<file path="src/rtl/conv_pkg.sv">
// Shared constants and the accumulator state type for the windowed MAC.
package conv_pkg;

  localparam int BYTE_W    = 8;   // one image / filter byte
  localparam int WIN_BYTES = 16;  // 4x4 window
  localparam int PROD_W    = 16;  // byte * byte, full precision
  localparam int WSUM_W    = 20;  // sum of 16 products, full precision
  localparam int ROWS      = 4;
  localparam int COLS      = 4;
  localparam int ROW_W     = 18;  // sum of 4 products, full precision

  typedef enum logic {
    ST_IDLE = 1'b0,
    ST_ACC  = 1'b1
  } acc_state_t;

endpackage

</file>
<file path="src/rtl/mul_add16.sv">
// Stages 1-2 of the window MAC: 16 registered byte products, then four
// registered row sums. The first/last tags and valid bit ride alongside.
module mul_add16
  import conv_pkg::*;
(
  input  logic                  clk,
  input  logic                  rst,
  input  logic                  in_valid,
  input  logic                  in_first,
  input  logic                  in_last,
  input  logic [127:0]          window,
  input  logic [127:0]          filter,
  output logic                  s1_valid,
  output logic                  s2_valid,
  output logic                  s2_first,
  output logic                  s2_last,
  output logic [ROWS*ROW_W-1:0] row_sums
);

  logic [PROD_W-1:0] prod_next [WIN_BYTES];
  logic [PROD_W-1:0] prod_reg  [WIN_BYTES];
  logic [ROW_W-1:0]  row_next  [ROWS];
  logic [ROW_W-1:0]  row_reg   [ROWS];
  logic              s1_valid_reg, s1_first_reg, s1_last_reg;
  logic              s2_valid_reg, s2_first_reg, s2_last_reg;

  // Byte k lives at [127-8k -: 8]; k = row*4 + col.
  generate
    for (genvar gi = 0; gi < WIN_BYTES; gi++) begin : g_mul
      assign prod_next[gi] = {8'd0, window[127-BYTE_W*gi -: BYTE_W]} *
                             {8'd0, filter[127-BYTE_W*gi -: BYTE_W]};
    end
  endgenerate

  generate
    for (genvar gi = 0; gi < ROWS; gi++) begin : g_row
      assign row_next[gi] = ROW_W'(prod_reg[COLS*gi])     + ROW_W'(prod_reg[COLS*gi+1]) +
                            ROW_W'(prod_reg[COLS*gi+2])   + ROW_W'(prod_reg[COLS*gi+3]);
      // Row 0 occupies the top slice of the packed bus.
      assign row_sums[(ROWS-gi)*ROW_W-1 -: ROW_W] = row_reg[gi];
    end
  endgenerate

  // Stage 1: capture products and tags.
  always_ff @(posedge clk or posedge rst) begin
    if (rst) begin
      s1_valid_reg <= 1'b0;
      s1_first_reg <= 1'b0;
      s1_last_reg  <= 1'b0;
      for (int i = 0; i < WIN_BYTES; i++) prod_reg[i] <= '0;
    end else begin
      s1_valid_reg <= in_valid;
      s1_first_reg <= in_valid & in_first;
      s1_last_reg  <= in_valid & in_last;
      for (int i = 0; i < WIN_BYTES; i++) prod_reg[i] <= prod_next[i];
    end
  end

  // Stage 2: capture row sums and forward tags.
  always_ff @(posedge clk or posedge rst) begin
    if (rst) begin
      s2_valid_reg <= 1'b0;
      s2_first_reg <= 1'b0;
      s2_last_reg  <= 1'b0;
      for (int i = 0; i < ROWS; i++) row_reg[i] <= '0;
    end else begin
      s2_valid_reg <= s1_valid_reg;
      s2_first_reg <= s1_first_reg;
      s2_last_reg  <= s1_last_reg;
      for (int i = 0; i < ROWS; i++) row_reg[i] <= row_next[i];
    end
  end

  assign s1_valid = s1_valid_reg;
  assign s2_valid = s2_valid_reg;
  assign s2_first = s2_first_reg;
  assign s2_last  = s2_last_reg;

endmodule

</file>
<file path="src/rtl/conv_window_mac.sv">
// 4x4 window dot product with group accumulation. Stages 1-2 live in
// mul_add16; stage 3 adds the row sums and runs the accumulator FSM.
module conv_window_mac
  import conv_pkg::*;
#(
  parameter int ACC_W = 24
) (
  input  logic             clk,
  input  logic             rst,
  input  logic             in_valid,
  input  logic             in_first,
  input  logic             in_last,
  input  logic [127:0]     window,
  input  logic [127:0]     filter,
  output logic             out_valid,
  output logic [ACC_W-1:0] out_sum,
  output logic             out_sat,
  output logic             busy
);

  // One spare bit above the wider of accumulator and pair sum catches overflow.
  localparam int EXT_W = ((ACC_W > WSUM_W) ? ACC_W : WSUM_W) + 1;

  logic                  s1_valid, s2_valid, s2_first, s2_last;
  logic [ROWS*ROW_W-1:0] row_sums;
  logic [WSUM_W-1:0]     pair_sum;
  logic [EXT_W-1:0]      base_ext, total_ext, max_ext;
  logic                  restart, over;
  logic [ACC_W-1:0]      acc_next;
  logic                  sat_next;

  acc_state_t            state_reg;
  logic [ACC_W-1:0]      acc_reg;
  logic                  sat_reg;
  logic                  out_valid_reg;
  logic [ACC_W-1:0]      out_sum_reg;
  logic                  out_sat_reg;

  mul_add16 u_mul_add16 (
    .clk      (clk),
    .rst      (rst),
    .in_valid (in_valid),
    .in_first (in_first),
    .in_last  (in_last),
    .window   (window),
    .filter   (filter),
    .s1_valid (s1_valid),
    .s2_valid (s2_valid),
    .s2_first (s2_first),
    .s2_last  (s2_last),
    .row_sums (row_sums)
  );

  // Stage-3 arithmetic: pair sum, restart-or-add, saturating clamp.
  always_comb begin
    pair_sum = WSUM_W'(row_sums[4*ROW_W-1 -: ROW_W]) + WSUM_W'(row_sums[3*ROW_W-1 -: ROW_W]) +
               WSUM_W'(row_sums[2*ROW_W-1 -: ROW_W]) + WSUM_W'(row_sums[ROW_W-1 -: ROW_W]);
    // A pair arriving in IDLE opens a group whether or not it carries first.
    restart   = (state_reg == ST_IDLE) || s2_first;
    base_ext  = restart ? '0 : EXT_W'(acc_reg);
    total_ext = base_ext + EXT_W'(pair_sum);
    max_ext   = EXT_W'({ACC_W{1'b1}});
    over      = (total_ext > max_ext);
    acc_next  = over ? {ACC_W{1'b1}} : total_ext[ACC_W-1:0];
    sat_next  = (restart ? 1'b0 : sat_reg) | over;
  end

  // Accumulator FSM with registered result outputs.
  always_ff @(posedge clk or posedge rst) begin
    if (rst) begin
      state_reg     <= ST_IDLE;
      acc_reg       <= '0;
      sat_reg       <= 1'b0;
      out_valid_reg <= 1'b0;
      out_sum_reg   <= '0;
      out_sat_reg   <= 1'b0;
    end else begin
      out_valid_reg <= 1'b0;
      if (s2_valid) begin
        acc_reg <= acc_next;
        sat_reg <= sat_next;
        if (s2_last) begin
          out_valid_reg <= 1'b1;
          out_sum_reg   <= acc_next;
          out_sat_reg   <= sat_next;
          state_reg     <= ST_IDLE;
        end else begin
          state_reg     <= ST_ACC;
        end
      end
    end
  end

  assign out_valid = out_valid_reg;
  assign out_sum   = out_sum_reg;
  assign out_sat   = out_sat_reg;
  assign busy      = s1_valid | s2_valid | (state_reg == ST_ACC);

endmodule

</file>
<file path="config.mk">
export PLATFORM = sky130hd
export DESIGN_NAME = conv_window_mac
export DESIGN_NICKNAME = d
export VERILOG_FILES = /design/src/rtl/conv_pkg.sv /design/src/rtl/mul_add16.sv /design/src/rtl/conv_window_mac.sv
export SDC_FILE = /design/constraint.sdc
export NUM_CORES = 2
export LEC_CHECK = 0
export CELL_PAD_IN_SITES_DETAIL_PLACEMENT = 2
export CELL_PAD_IN_SITES_GLOBAL_PLACEMENT = 2
export CORE_MARGIN = 2
export CORE_UTILIZATION = 40
export DETAILED_ROUTE_END_ITERATION = 12
export PLACE_DENSITY_LB_ADDON = 0.12
export SLEW_MARGIN = 20
export SYNTH_ARGS = -nofsm -noshare
export SYNTH_HDL_FRONTEND = slang
export SYNTH_SLANG_ARGS = --single-unit
export TNS_END_PERCENT = 5
</file>
<file path="constraint.sdc">
create_clock -name clk -period 21.7 [get_ports clk]
set_input_delay 3.255 -clock clk [delete_from_list [all_inputs] [get_ports clk]]
set_output_delay 3.255 -clock clk [all_outputs]
set_load 0.05 [all_outputs]
</file>
==> flow_metrics.py <==
metrics = {
    "global_routing": {
        "grt_max_degree": 119,
        "grt_usage": 0.232,
        "grt_pass1_vias": 45300,
        "antenna_found_initial": 26,
        "grt_pass1_wl_um": 245000,
        "grt.overflow.total": 0,
    },
    "clock_network": {
        "h-tree-depth": 2,
        "clk_pin_slew_ps": 60,
        "clkLatencyLatePin_ps": 590,
        "cts_tree": "built",
        "holdBufCountCts": 0,
        "cts.sinks": 386,
        "cts_resized": 0,
        "cts_buffers": 47,
        "cts-root-buf": "clkbuf_16",
        "cts_setup_buffers": 0,
        "clk_path_buf_depth": 3,
    },
    "synth": {
        "yosysMostFrequentCell": "inv_1",
        "synth_area_per_cell_um2": 9.28,
        "synth_nets": 7318,
        "synth-edff-count": 0,
        "ys_ff_latch": 386,
        "ys_dominant_reg_cell": "dfrtp_1",
        "synth_area_leader_cell": "fa_1",
        "synth_area_um2": 52200,
        "synth-seq-area-share": 0.185,
        "synth_warnings": 0,
        "yosys-top-cells-area": "fa_1 27%, dfrtp_1 18%, ha_1 17%, inv_1 8.6%, and2_1 7.1%",
        "ys_types": 61,
        "synthArstFlopShare": 1.00,
        "synth_common_cells": "1,202 x inv_1, 729 x ha_1, 701 x fa_1",
        "synthCells": 5627,
        "synth_top_area_frac": 0.269,
    },
    "cells_and_area": {
        "largest_register_ffs": 256,
        "areaGrowthSynthToFinish_pct": 12.8,
        "drive_gt1_frac": 0.0226,
        "nets": 7634,
    },
    "critical_path": {
        "cp-start-kind": "primary input",
        "setup.worst_path.start": "window[59]",
        "crit_fanout": 8,
        "crit_path_end_kind": "register",
        "crit_path_cell_trace": "clkdlybuf4s50_1 -> and2_1 -> fa_1 -> fa_1 -> inv_1 -> fa_1 -> inv_1 -> fa_1 -> ha_1 -> o21ai_0 -> a21boi_0 -> o21ai_0 -> a21oi_1 -> a41o_1 -> o41a_1 -> xnor2_1",
        "cp_slowest_cell": "clkdlybuf4s50_1",
        "endpoint": "u_mul_add16.prod_reg[127]",
        "worst-setup-path-type": "primary input to register",
        "r2r_end": "acc_reg[7]",
        "arrival_ps": 7910,
        "worst_r2r_path_depth": 19,
        "rr_startpoint": "state_reg",
        "cpPeakStageDelay_ps": 580,
        "r2r_setup_slack_ps": 16080,
        "cpMostUsedCell": "fa_1",
        "crit_cells": 16,
        "path_buf_inv": 3,
        "cp.required_ps": 22170,
        "crit_family": "adder cells",
    },
    "sta": {
        "max_freq_mhz": 134,
        "clock_skew_ps": 11.6,
        "period_needed_ps": 7440,
        "period_share": 0.343,
        "tightest_slew_ps": 950,
        "drv_slew": 0,
        "final-hold-violation-count": 0,
        "setup-tns-final_ps": 0,
        "slew_headroom": 0.367,
        "layout_setup_ws_ps": 14260,
        "setup_viol": 0,
        "rsz0062_at_grt": "no",
    },
    "detailed_routing": {
        "wl_um": 150000,
        "dr.pass1.iters": 5,
        "antenna_left": 0,
        "wire_per_inst_um": 19.4,
        "drc": 0,
        "viasPerCell": 4.99,
        "vias": 38500,
        "drtIter0Drc": 1251,
    },
    "floorplan": {
        "initial_core_util": 0.403,
        "dieWidth_um": 365,
        "ioPinCount": 288,
        "die_y_um": 365,
        "dieArea_um2": 133000,
        "rows": 132,
        "coreArea_um2": 129000,
    },
    "status": {
        "status": "complete, no violations",
    },
    "min_path": {
        "hp-class": "register to register",
        "hold_start": "u_mul_add16.s1_first_reg",
    },
    "placed_design": {
        "portBuffers": 287,
        "gp_congestion": 0.821,
        "dp_slack_ps": 13680,
        "dp_hpwl_um": 127000,
    },
    "job": {
        "max_cap_violations": 0,
    },
}
## metal layers
| layer | up-vias | part of all wire | routed length, µm | GRT usage |
|---|---|---|---|---|
| met2 | 360 | 0.49 | 73900 | 0.406 |
| met5 | - | 0.00069 | 103 | 0 |
| li1 | 18100 | - | - | - |
| met1 | 19900 | 0.46 | 68600 | 0.309 |
| met4 | 16 | 0.021 | 3090 | 0.0479 |
| met3 | 158 | 0.031 | 4660 | 0.0279 |
## worst min path at each step
| stage | end | slack (ps) | cells past startpoint |
|---|---|---|---|
| after global placement | u_mul_add16.s2_last | 340 | 0 |
| final | u_mul_add16.s2_first | 350 | 0 |
| after floorplan | u_mul_add16.s2_first | 330 | 0 |
| after detailed placement | u_mul_add16.s2_last | 340 | 0 |
| after global routing | u_mul_add16.s2_last | 360 | 0 |
| after CTS | u_mul_add16.s2_first | 350 | 0 |
## metrics by stage
step                area [µm²]  utilization  hold slack (ps)  instances
finish                   58900        0.455              348       7732
CTS                      58900        0.455              351       7723
floorplan                52200            -              331       5627
detailed placement       57200        0.442              342       7636
global route             58900        0.455              360       7730
global placement         57200        0.442              338       7636
## cells by family after synthesis
family	share of synthesized area
AO/OA/AOI/OAI	0.0691
XOR/XNOR	0.0496
adder cells (fa/ha/maj)	0.443
buffers and inverters	0.0885
flip-flops	0.185
multiplexers	0.000575
AND/OR/NAND/NOR	0.164
## layout by cell type, fill, tap and decap left out, types with 5 or more instances in the layout
cell type	synthesis	layout
nor3_1	73	73
o21ba_2	8	8
or3_1	33	33
diode_2	0	9
o41ai_1	11	11
clkbuf_16	0	49
and2_1	592	591
xor2_1	48	48
a21boi_0	31	31
and3_1	20	20
clkdlybuf4s50_1	0	287
a31oi_1	18	18
o311a_1	9	9
o21ai_0	91	91
nand3_1	58	58
o211ai_1	5	5
a21o_1	38	38
o22a_1	6	6
ha_1	729	729
clkinv_2	0	7
buf_4	2	7
o31ai_1	15	15
nand2_1	587	587
a31o_2	5	5
o21bai_1	12	12
nor2b_1	52	51
or2_2	23	23
clkbuf_8	0	14
nand2b_1	25	25
o41a_1	9	9
a41o_1	7	7
xnor2_1	248	248
o21a_1	26	26
inv_1	1202	1201
fa_1	701	701
dfrtp_1	386	386
nor2_1	255	255
a41oi_1	11	11
a21oi_1	201	201
a211oi_1	16	16
## cell type report
cell class              instances  area [µm²]
fillers                     14000       70600
multi-input cells            4012       38000
flip-flops and latches        386        9660
inverters                    1202        4520
repair buffers                294        2930
well taps                    1742        2180
clock buffers                  67        1430
clock inverters                20         231
diodes                          9        22.5
Power is not shown: default switching activity piles up to over one toggle a cycle in this logic, so the estimate is an artifact.
